--- src/rtl/syrup_mem_pkg.sv ---
// Shared definitions for the abstract-memory domain controller:
// per-interface FSM encoding and packed-bus slice helper.
package syrup_mem_pkg;

    typedef enum logic [1:0] {
        ST_IDLE = 2'd0,
        ST_WAIT = 2'd1,
        ST_DONE = 2'd2
    } if_state_t;

    // Low bit index of slice idx in a packed bus of width-wide fields.
    function automatic int slice_lo(input int idx, input int width);
        return idx * width;
    endfunction

endpackage

--- src/rtl/syrup_if_tracker.sv ---
// One memory interface of a domain: request latch, replay muxing while the
// domain is stalled, read-data hold and access timeout.
module syrup_if_tracker
    import syrup_mem_pkg::*;
#(
    parameter int ADDR_W  = 32,
    parameter int DATA_W  = 32,
    parameter int MASK_W  = 4,
    parameter bit RD_OK   = 1'b1,
    parameter bit WR_OK   = 1'b1,
    parameter int TIMEOUT = 1024
) (
    input  logic              CLK,
    input  logic              RST,
    input  logic              drive,
    input  logic              re,
    input  logic              we,
    input  logic [ADDR_W-1:0] addr,
    input  logic [DATA_W-1:0] d,
    input  logic [MASK_W-1:0] mask,
    input  logic [DATA_W-1:0] lq,
    input  logic              lrdy,
    input  logic              linit_done,
    input  logic              err_clr,
    output logic [DATA_W-1:0] q,
    output logic [ADDR_W-1:0] laddr,
    output logic              lre,
    output logic              lwe,
    output logic [DATA_W-1:0] ld,
    output logic [MASK_W-1:0] lmask,
    output logic              ready,
    output logic              timeout_err
);

    localparam int TW = (TIMEOUT > 1) ? $clog2(TIMEOUT + 1) : 1;
    localparam logic [TW-1:0] TO_MAX  = TW'(TIMEOUT);
    localparam logic [TW-1:0] TO_LAST = (TIMEOUT > 0) ? TW'(TIMEOUT - 1) : '0;

    if_state_t         state, state_nxt;
    logic              rd_req, wr_req, req;
    logic              rd_q, wr_q;
    logic [ADDR_W-1:0] addr_q;
    logic [DATA_W-1:0] d_q, q_q;
    logic [MASK_W-1:0] mask_q;
    logic [TW-1:0]     wait_cnt;
    logic              to_hit;

    assign rd_req = re && RD_OK;
    assign wr_req = we && WR_OK;
    assign req    = rd_req || wr_req;

    always_ff @(posedge CLK) begin
        if (RST) state <= ST_IDLE;
        else     state <= state_nxt;
    end

    // A fresh request on a drive cycle overrides a coincident completion.
    always_comb begin
        state_nxt = state;
        if (drive)
            state_nxt = req ? ST_WAIT : ST_IDLE;
        else if (state == ST_WAIT && lrdy)
            state_nxt = ST_DONE;
    end

    always_comb begin
        ready = linit_done && (state != ST_WAIT || lrdy);
        laddr = drive ? addr : addr_q;
        ld    = drive ? d    : d_q;
        lmask = drive ? mask : mask_q;
        lre   = RD_OK && (drive ? re : (rd_q && state == ST_WAIT && !lrdy));
        lwe   = WR_OK && (drive ? we : (wr_q && state == ST_WAIT && !lrdy));
        q     = RD_OK ? ((state == ST_DONE) ? q_q : lq) : '0;
    end

    always_ff @(posedge CLK) begin
        if (RST) begin
            addr_q <= '0;
            d_q    <= '0;
            mask_q <= '0;
            rd_q   <= 1'b0;
            wr_q   <= 1'b0;
            q_q    <= '0;
        end else begin
            if (drive && req) begin
                addr_q <= addr;
                d_q    <= d;
                mask_q <= mask;
                rd_q   <= rd_req;
                wr_q   <= wr_req;
            end
            if (RD_OK && !drive && state == ST_WAIT && lrdy)
                q_q <= lq;
        end
    end

    // Counter saturates at TIMEOUT, so the error set fires exactly once per access
    // and a later err_clr is able to clear the flag.
    assign to_hit = (TIMEOUT != 0) && state == ST_WAIT && !lrdy && wait_cnt == TO_LAST;

    always_ff @(posedge CLK) begin
        if (RST) begin
            wait_cnt    <= '0;
            timeout_err <= 1'b0;
        end else begin
            if (drive && req)
                wait_cnt <= '0;
            else if (state == ST_WAIT && wait_cnt != TO_MAX)
                wait_cnt <= wait_cnt + TW'(1);
            if (to_hit)       timeout_err <= 1'b1;
            else if (err_clr) timeout_err <= 1'b0;
        end
    end

endmodule

--- src/rtl/syrup_domain_ctrl_n.sv ---
// Per-domain controller: holds DRIVE low until every lower-memory access of
// the domain has completed, with optional channel handshake and profiling.
module syrup_domain_ctrl_n
    import syrup_mem_pkg::*;
#(
    parameter int                NUM_IF       = 2,
    parameter int                ADDR_W       = 32,
    parameter int                DATA_W       = 32,
    parameter int                MASK_W       = 4,
    parameter logic [NUM_IF-1:0] RD_EN        = '1,
    parameter logic [NUM_IF-1:0] WR_EN        = '1,
    parameter bit                WITH_CHANNEL = 1'b0,
    parameter int                TIMEOUT      = 1024,
    parameter int                CNT_W        = 32
) (
    input  logic                     CLK,
    input  logic                     RST,
    input  logic [NUM_IF*ADDR_W-1:0] ADDR,
    input  logic [NUM_IF-1:0]        RE,
    input  logic [NUM_IF-1:0]        WE,
    input  logic [NUM_IF*DATA_W-1:0] D,
    input  logic [NUM_IF*MASK_W-1:0] MASK,
    output logic [NUM_IF*DATA_W-1:0] Q,
    output logic [NUM_IF*ADDR_W-1:0] LADDR,
    output logic [NUM_IF-1:0]        LRE,
    output logic [NUM_IF-1:0]        LWE,
    output logic [NUM_IF*DATA_W-1:0] LD,
    output logic [NUM_IF*MASK_W-1:0] LMASK,
    input  logic [NUM_IF*DATA_W-1:0] LQ,
    input  logic [NUM_IF-1:0]        LRDY,
    input  logic [NUM_IF-1:0]        LINIT_DONE,
    input  logic                     HALT,
    input  logic                     slave_drive_in,
    output logic                     slave_drive_out,
    input  logic                     master_drive_in,
    output logic                     master_drive_out,
    output logic                     DRIVE,
    output logic [NUM_IF-1:0]        TIMEOUT_ERR,
    input  logic                     ERR_CLR,
    input  logic                     CNT_CLR,
    output logic [CNT_W-1:0]         DRIVE_CNT,
    output logic [CNT_W-1:0]         STALL_CNT
);

    logic [NUM_IF-1:0] ready;
    logic              next_ready;
    logic              drive_raw;

    for (genvar i = 0; i < NUM_IF; i++) begin : g_if
        syrup_if_tracker #(
            .ADDR_W  (ADDR_W),
            .DATA_W  (DATA_W),
            .MASK_W  (MASK_W),
            .RD_OK   (RD_EN[i]),
            .WR_OK   (WR_EN[i]),
            .TIMEOUT (TIMEOUT)
        ) u_trk (
            .CLK         (CLK),
            .RST         (RST),
            .drive       (DRIVE),
            .re          (RE[i]),
            .we          (WE[i]),
            .addr        (ADDR[slice_lo(i, ADDR_W) +: ADDR_W]),
            .d           (D[slice_lo(i, DATA_W) +: DATA_W]),
            .mask        (MASK[slice_lo(i, MASK_W) +: MASK_W]),
            .lq          (LQ[slice_lo(i, DATA_W) +: DATA_W]),
            .lrdy        (LRDY[i]),
            .linit_done  (LINIT_DONE[i]),
            .err_clr     (ERR_CLR),
            .q           (Q[slice_lo(i, DATA_W) +: DATA_W]),
            .laddr       (LADDR[slice_lo(i, ADDR_W) +: ADDR_W]),
            .lre         (LRE[i]),
            .lwe         (LWE[i]),
            .ld          (LD[slice_lo(i, DATA_W) +: DATA_W]),
            .lmask       (LMASK[slice_lo(i, MASK_W) +: MASK_W]),
            .ready       (ready[i]),
            .timeout_err (TIMEOUT_ERR[i])
        );
    end

    assign next_ready = (&ready) && !HALT;

    if (WITH_CHANNEL) begin : g_ch
        assign slave_drive_out  = next_ready && master_drive_in;
        assign master_drive_out = next_ready && slave_drive_in;
        assign drive_raw        = next_ready && slave_drive_in && master_drive_in;
    end else begin : g_noch
        logic unused_ch;
        assign unused_ch        = slave_drive_in ^ master_drive_in;
        assign slave_drive_out  = next_ready;
        assign master_drive_out = next_ready;
        assign drive_raw        = next_ready;
    end

    assign DRIVE = drive_raw && !RST;

    always_ff @(posedge CLK) begin
        if (RST || CNT_CLR) begin
            DRIVE_CNT <= '0;
            STALL_CNT <= '0;
        end else if (DRIVE) begin
            if (~&DRIVE_CNT) DRIVE_CNT <= DRIVE_CNT + CNT_W'(1);
        end else begin
            if (~&STALL_CNT) STALL_CNT <= STALL_CNT + CNT_W'(1);
        end
    end

endmodule

--- config.mk ---
export PLATFORM = sky130hd
export DESIGN_NAME = syrup_domain_ctrl_n
export DESIGN_NICKNAME = d
export VERILOG_FILES = /design/src/rtl/syrup_mem_pkg.sv /design/src/rtl/syrup_if_tracker.sv /design/src/rtl/syrup_domain_ctrl_n.sv
export SDC_FILE = /design/constraint.sdc
export NUM_CORES = 1
export LEC_CHECK = 0
export ABC_AREA = 1
export BUFFER_PORTS_ARGS = -buffer_cell sky130_fd_sc_hd__buf_2
export CAP_MARGIN = 20
export CORE_AREA = 2 2 192 194
export CTS_CLUSTER_DIAMETER = 200
export CTS_CLUSTER_SIZE = 24
export DETAILED_ROUTE_END_ITERATION = 12
export DIE_AREA = 0 0 194 196
export MAX_ROUTING_LAYER = met4
export PLACE_DENSITY = 0.67
export RECOVER_POWER = 100
export SYNTH_ARGS = -nofsm -noshare
export SYNTH_HDL_FRONTEND = slang
export SYNTH_SLANG_ARGS = --single-unit
--- constraint.sdc ---
create_clock -name CLK -period 2.5 [get_ports CLK]
set_clock_uncertainty 0.2 [all_clocks]
set_input_delay 0.375 -clock CLK [delete_from_list [all_inputs] [get_ports CLK]]
set_output_delay 0.375 -clock CLK [all_outputs]
set_load 0.01 [all_outputs]
==> results.tsv <==
metric	value	unit
routed wire length	55700	um
die height	196	um
RD Place Congestion	0.9326	
maximum clock path buffer count	3	
final worst setup slack	-0.06018	ns
syn_nets	2581	
die width	194	um
largest net degree at the start of global routing	122	
Hold Vio Cnt, Final	0	
Avg Inst Size Synth	6.546	um2
startpoint class of the critical path	register	
f_max	0.3906	GHz
GRT Residual Overflow	0	
Req. time, crit path	1.92	ns
vias	17690	
CTS tree	yes	
post-DP HPWL	35710	um
power per cell area	428.2	nW/um2
Yosys cell types	36	
design area	21630	um2
commonest non-fill, non-tap cell in the layout	nand2_1	
Max-Cap Viols	0	
RSZ-0062 raised after global routing	true	
Finished Layout Cells	3470	
Filler cells	3257	
most frequent cells in the layout	nand2_1 (744), nor2_1 (534), buf_2 (420)	
Synth Cell Area	15450	um2
DP Area	18170	um2
main combinational cell family by area after synthesis	simple AND/OR/NAND/NOR gates	
relative slew slack	20.32	%
Worst-path clk slew	0.10	ns
hold endpoint	g_if[0].u_trk.timeout_err$_SDFFE_PP0P_	
Post-Place Cells	3217	
Synth Area in Simple Gates	37.11	%
Peak VDD IR	0.0006373	V
vias in the first global route	16670	
Synth Area in XOR/XNOR	2.324	%
leakage	9.632	nW
root buffer cell	clkbuf_16	
initial cell density of the core	42.81	%
initial drt markers	1313	
status	finished with violations	
Total Routing Usage GR	27.77	%
CTS Buf Count	16	
Avg WL per Cell	16.05	um
# DRC	0	
Final Cycle Share	102.4	%
H-tree Lvls	1	
DRT Pass-1 Iters	7	
sequential area share after synthesis	38.36	%
synth warn	0	
area grow syn2layout	39.99	%
hold_ws	0.02415	ns
compound-cell area share of the yosys netlist	9.938	%
cells after synthesis	2360	
routed vias/inst	5.097	
RR Startpoint	g_if[0].u_trk.state[0]$_SDFFE_PP0P_	
Tot Pwr	9.261	mW
crit end category	output pin	
worst reg2reg path depth	13	
Synth Area in Adders	0.4859	%
register-to-register setup slack	0.06	ns
area of the multi-input gates	8556	um2
Detail Route Antenna Nets	0	
first-pass GRT wire length	84990	um
Reg area	5931	um2
Worst R2R End	g_if[1].u_trk.d_q[15]$_SDFFE_PP0P_	
Hold WC Path Type	in -> reg	
top-level I/O count	488	
setup TNS	-0.7741	ns
failing checks	negative setup slack	
post-layout util	59.93	%
total core area	36080	um2
#FFs+latches synth	296	
critical path class	reg -> out	
Hold Crit Start	RST	
final slew viol count	0	
Final #Nets	3221	
Worst Path Max Fanout	10	
Arr. time, crit path	1.99	ns
clk_lat worst skew	0.52	ns
std cell rows	70	
min Tclk post-route	2.560	ns
initial antenna violation count	2	
Slew @ Worst Pin	1.195	ns
Port Buffers	485	
Hold Path Cell Cnt	2	
fraction of layout cells with a size suffix above 1	24.17	%
# setup viols final	54	
multiplexer area fraction after synthesis	4.665	%
Place WS	-0.01977	ns
die footprint	38020	um2
CTS Sinks	296	
per-layer routing:
metal / wire [um] / vias up / share of wire [%] / track usage (%)
li1: - / 8645 / - / -
met1: 22530 / 8030 / 40 / 33.70
met2: 25910 / 814 / 47 / 45.12
met3: 3935 / 199 / 7.1 / 3.559
met4: 3325 / 0 / 6.0 / 14.90
met5: 0 / - / 0 / -
registers in the layout, indices dropped and copies added (netlist names):
name                    cells
DRIVE_CNT                  32
STALL_CNT                  32
g_if.u_trk.addr_q          64
g_if.u_trk.d_q             64
g_if.u_trk.mask_q           8
g_if.u_trk.q_q             64
g_if.u_trk.rd_q             2
g_if.u_trk.state            4
g_if.u_trk.timeout_err      2
g_if.u_trk.wait_cnt        22
g_if.u_trk.wr_q             2
cell usage after synthesis, drive strengths merged:
library cell  number  area share (%)
buf               77             3.5
nor2             547              14
o211ai             2           0.097
clkinv             1           0.024
inv               96             2.4
o22ai              2           0.081
nand4             10            0.50
xnor2             11            0.62
o21ai            209             6.9
nor3              16            0.52
nand3b             2           0.097
mux2              64             4.7
nand2            812              20
dfxtp            296              38
ha                 6            0.49
clkbuf            52             1.3
xor2              30             1.7
nand3             52             1.8
a21oi             75             2.8
report_power, final:
group          switching, mW  internal (mW)  leakage, nW
clock                   1.65           1.24        0.217
sequential            0.0508           4.80         2.39
combinational          0.777          0.743         7.02
total                   2.47           6.79         9.63
worst max-delay path by stage:
| stage | start | endpoint | depth (start not counted) |
|---|---|---|---|
| after floorplan | LINIT_DONE[1] | LADDR[17] | 9 |
| after global placement | LINIT_DONE[1] | g_if[0].u_trk.addr_q[27]$_SDFFE_PP0P_ | 11 |
| after detailed placement | LINIT_DONE[1] | g_if[0].u_trk.d_q[24]$_SDFFE_PP0P_ | 11 |
| after CTS | g_if[0].u_trk.state[0]$_SDFFE_PP0P_ | LADDR[14] | 10 |
| after global routing | g_if[0].u_trk.state[0]$_SDFFE_PP0P_ | LADDR[26] | 10 |
| final | g_if[0].u_trk.state[0]$_SDFFE_PP0P_ | LADDR[46] | 10 |
layout make-up:
cell class / instances / share of cell area (%)
Antenna cell: 2 / 0.02314
Clock buffer: 17 / 1.967
Clock inverter: 1 / 0.07521
Inverter: 97 / 1.741
Multi-Input combinational cell: 1838 / 39.56
Sequential cell: 296 / 27.42
Tap cell: 468 / 2.708
Timing Repair Buffer: 751 / 26.50
cell families (layout without fill, tap and decap cells):
| logic type | Yosys count | after routing |
|---|---|---|
| muxes | 64 | 64 |
| other | 0 | 2 |
| buffers and inverters | 226 | 866 |
| DFF | 296 | 296 |
| AOI/OAI and AO/OA | 288 | 288 |
| and+or+nand+nor | 1439 | 1439 |
| adders and majority gates | 6 | 6 |
| xor gates and xnor gates | 41 | 41 |
repair_timing:
item / CTS / global route
hold buffers: 207 / 0
setup buffers: 10 / 4
hold endpoints to repair: 206 / 0
setup endpoints to repair: 136 / 182
gates resized for setup: 51 / 75
pin swaps: 5 / 4
cloned: 6 / 7
critical path: stages (launching register included):
cell and delay (ns):
dfxtp_2 0.33, inv_2 0.07, nor2_4 0.05, nand2_4 0.08, nand3_4 0.11, nor2_8 0.16
buf_12 0.19, buf_16 0.15, nand2_1 0.08, nand2_1 0.09, buf_2 0.14
(Power assumes the default switching activity.)
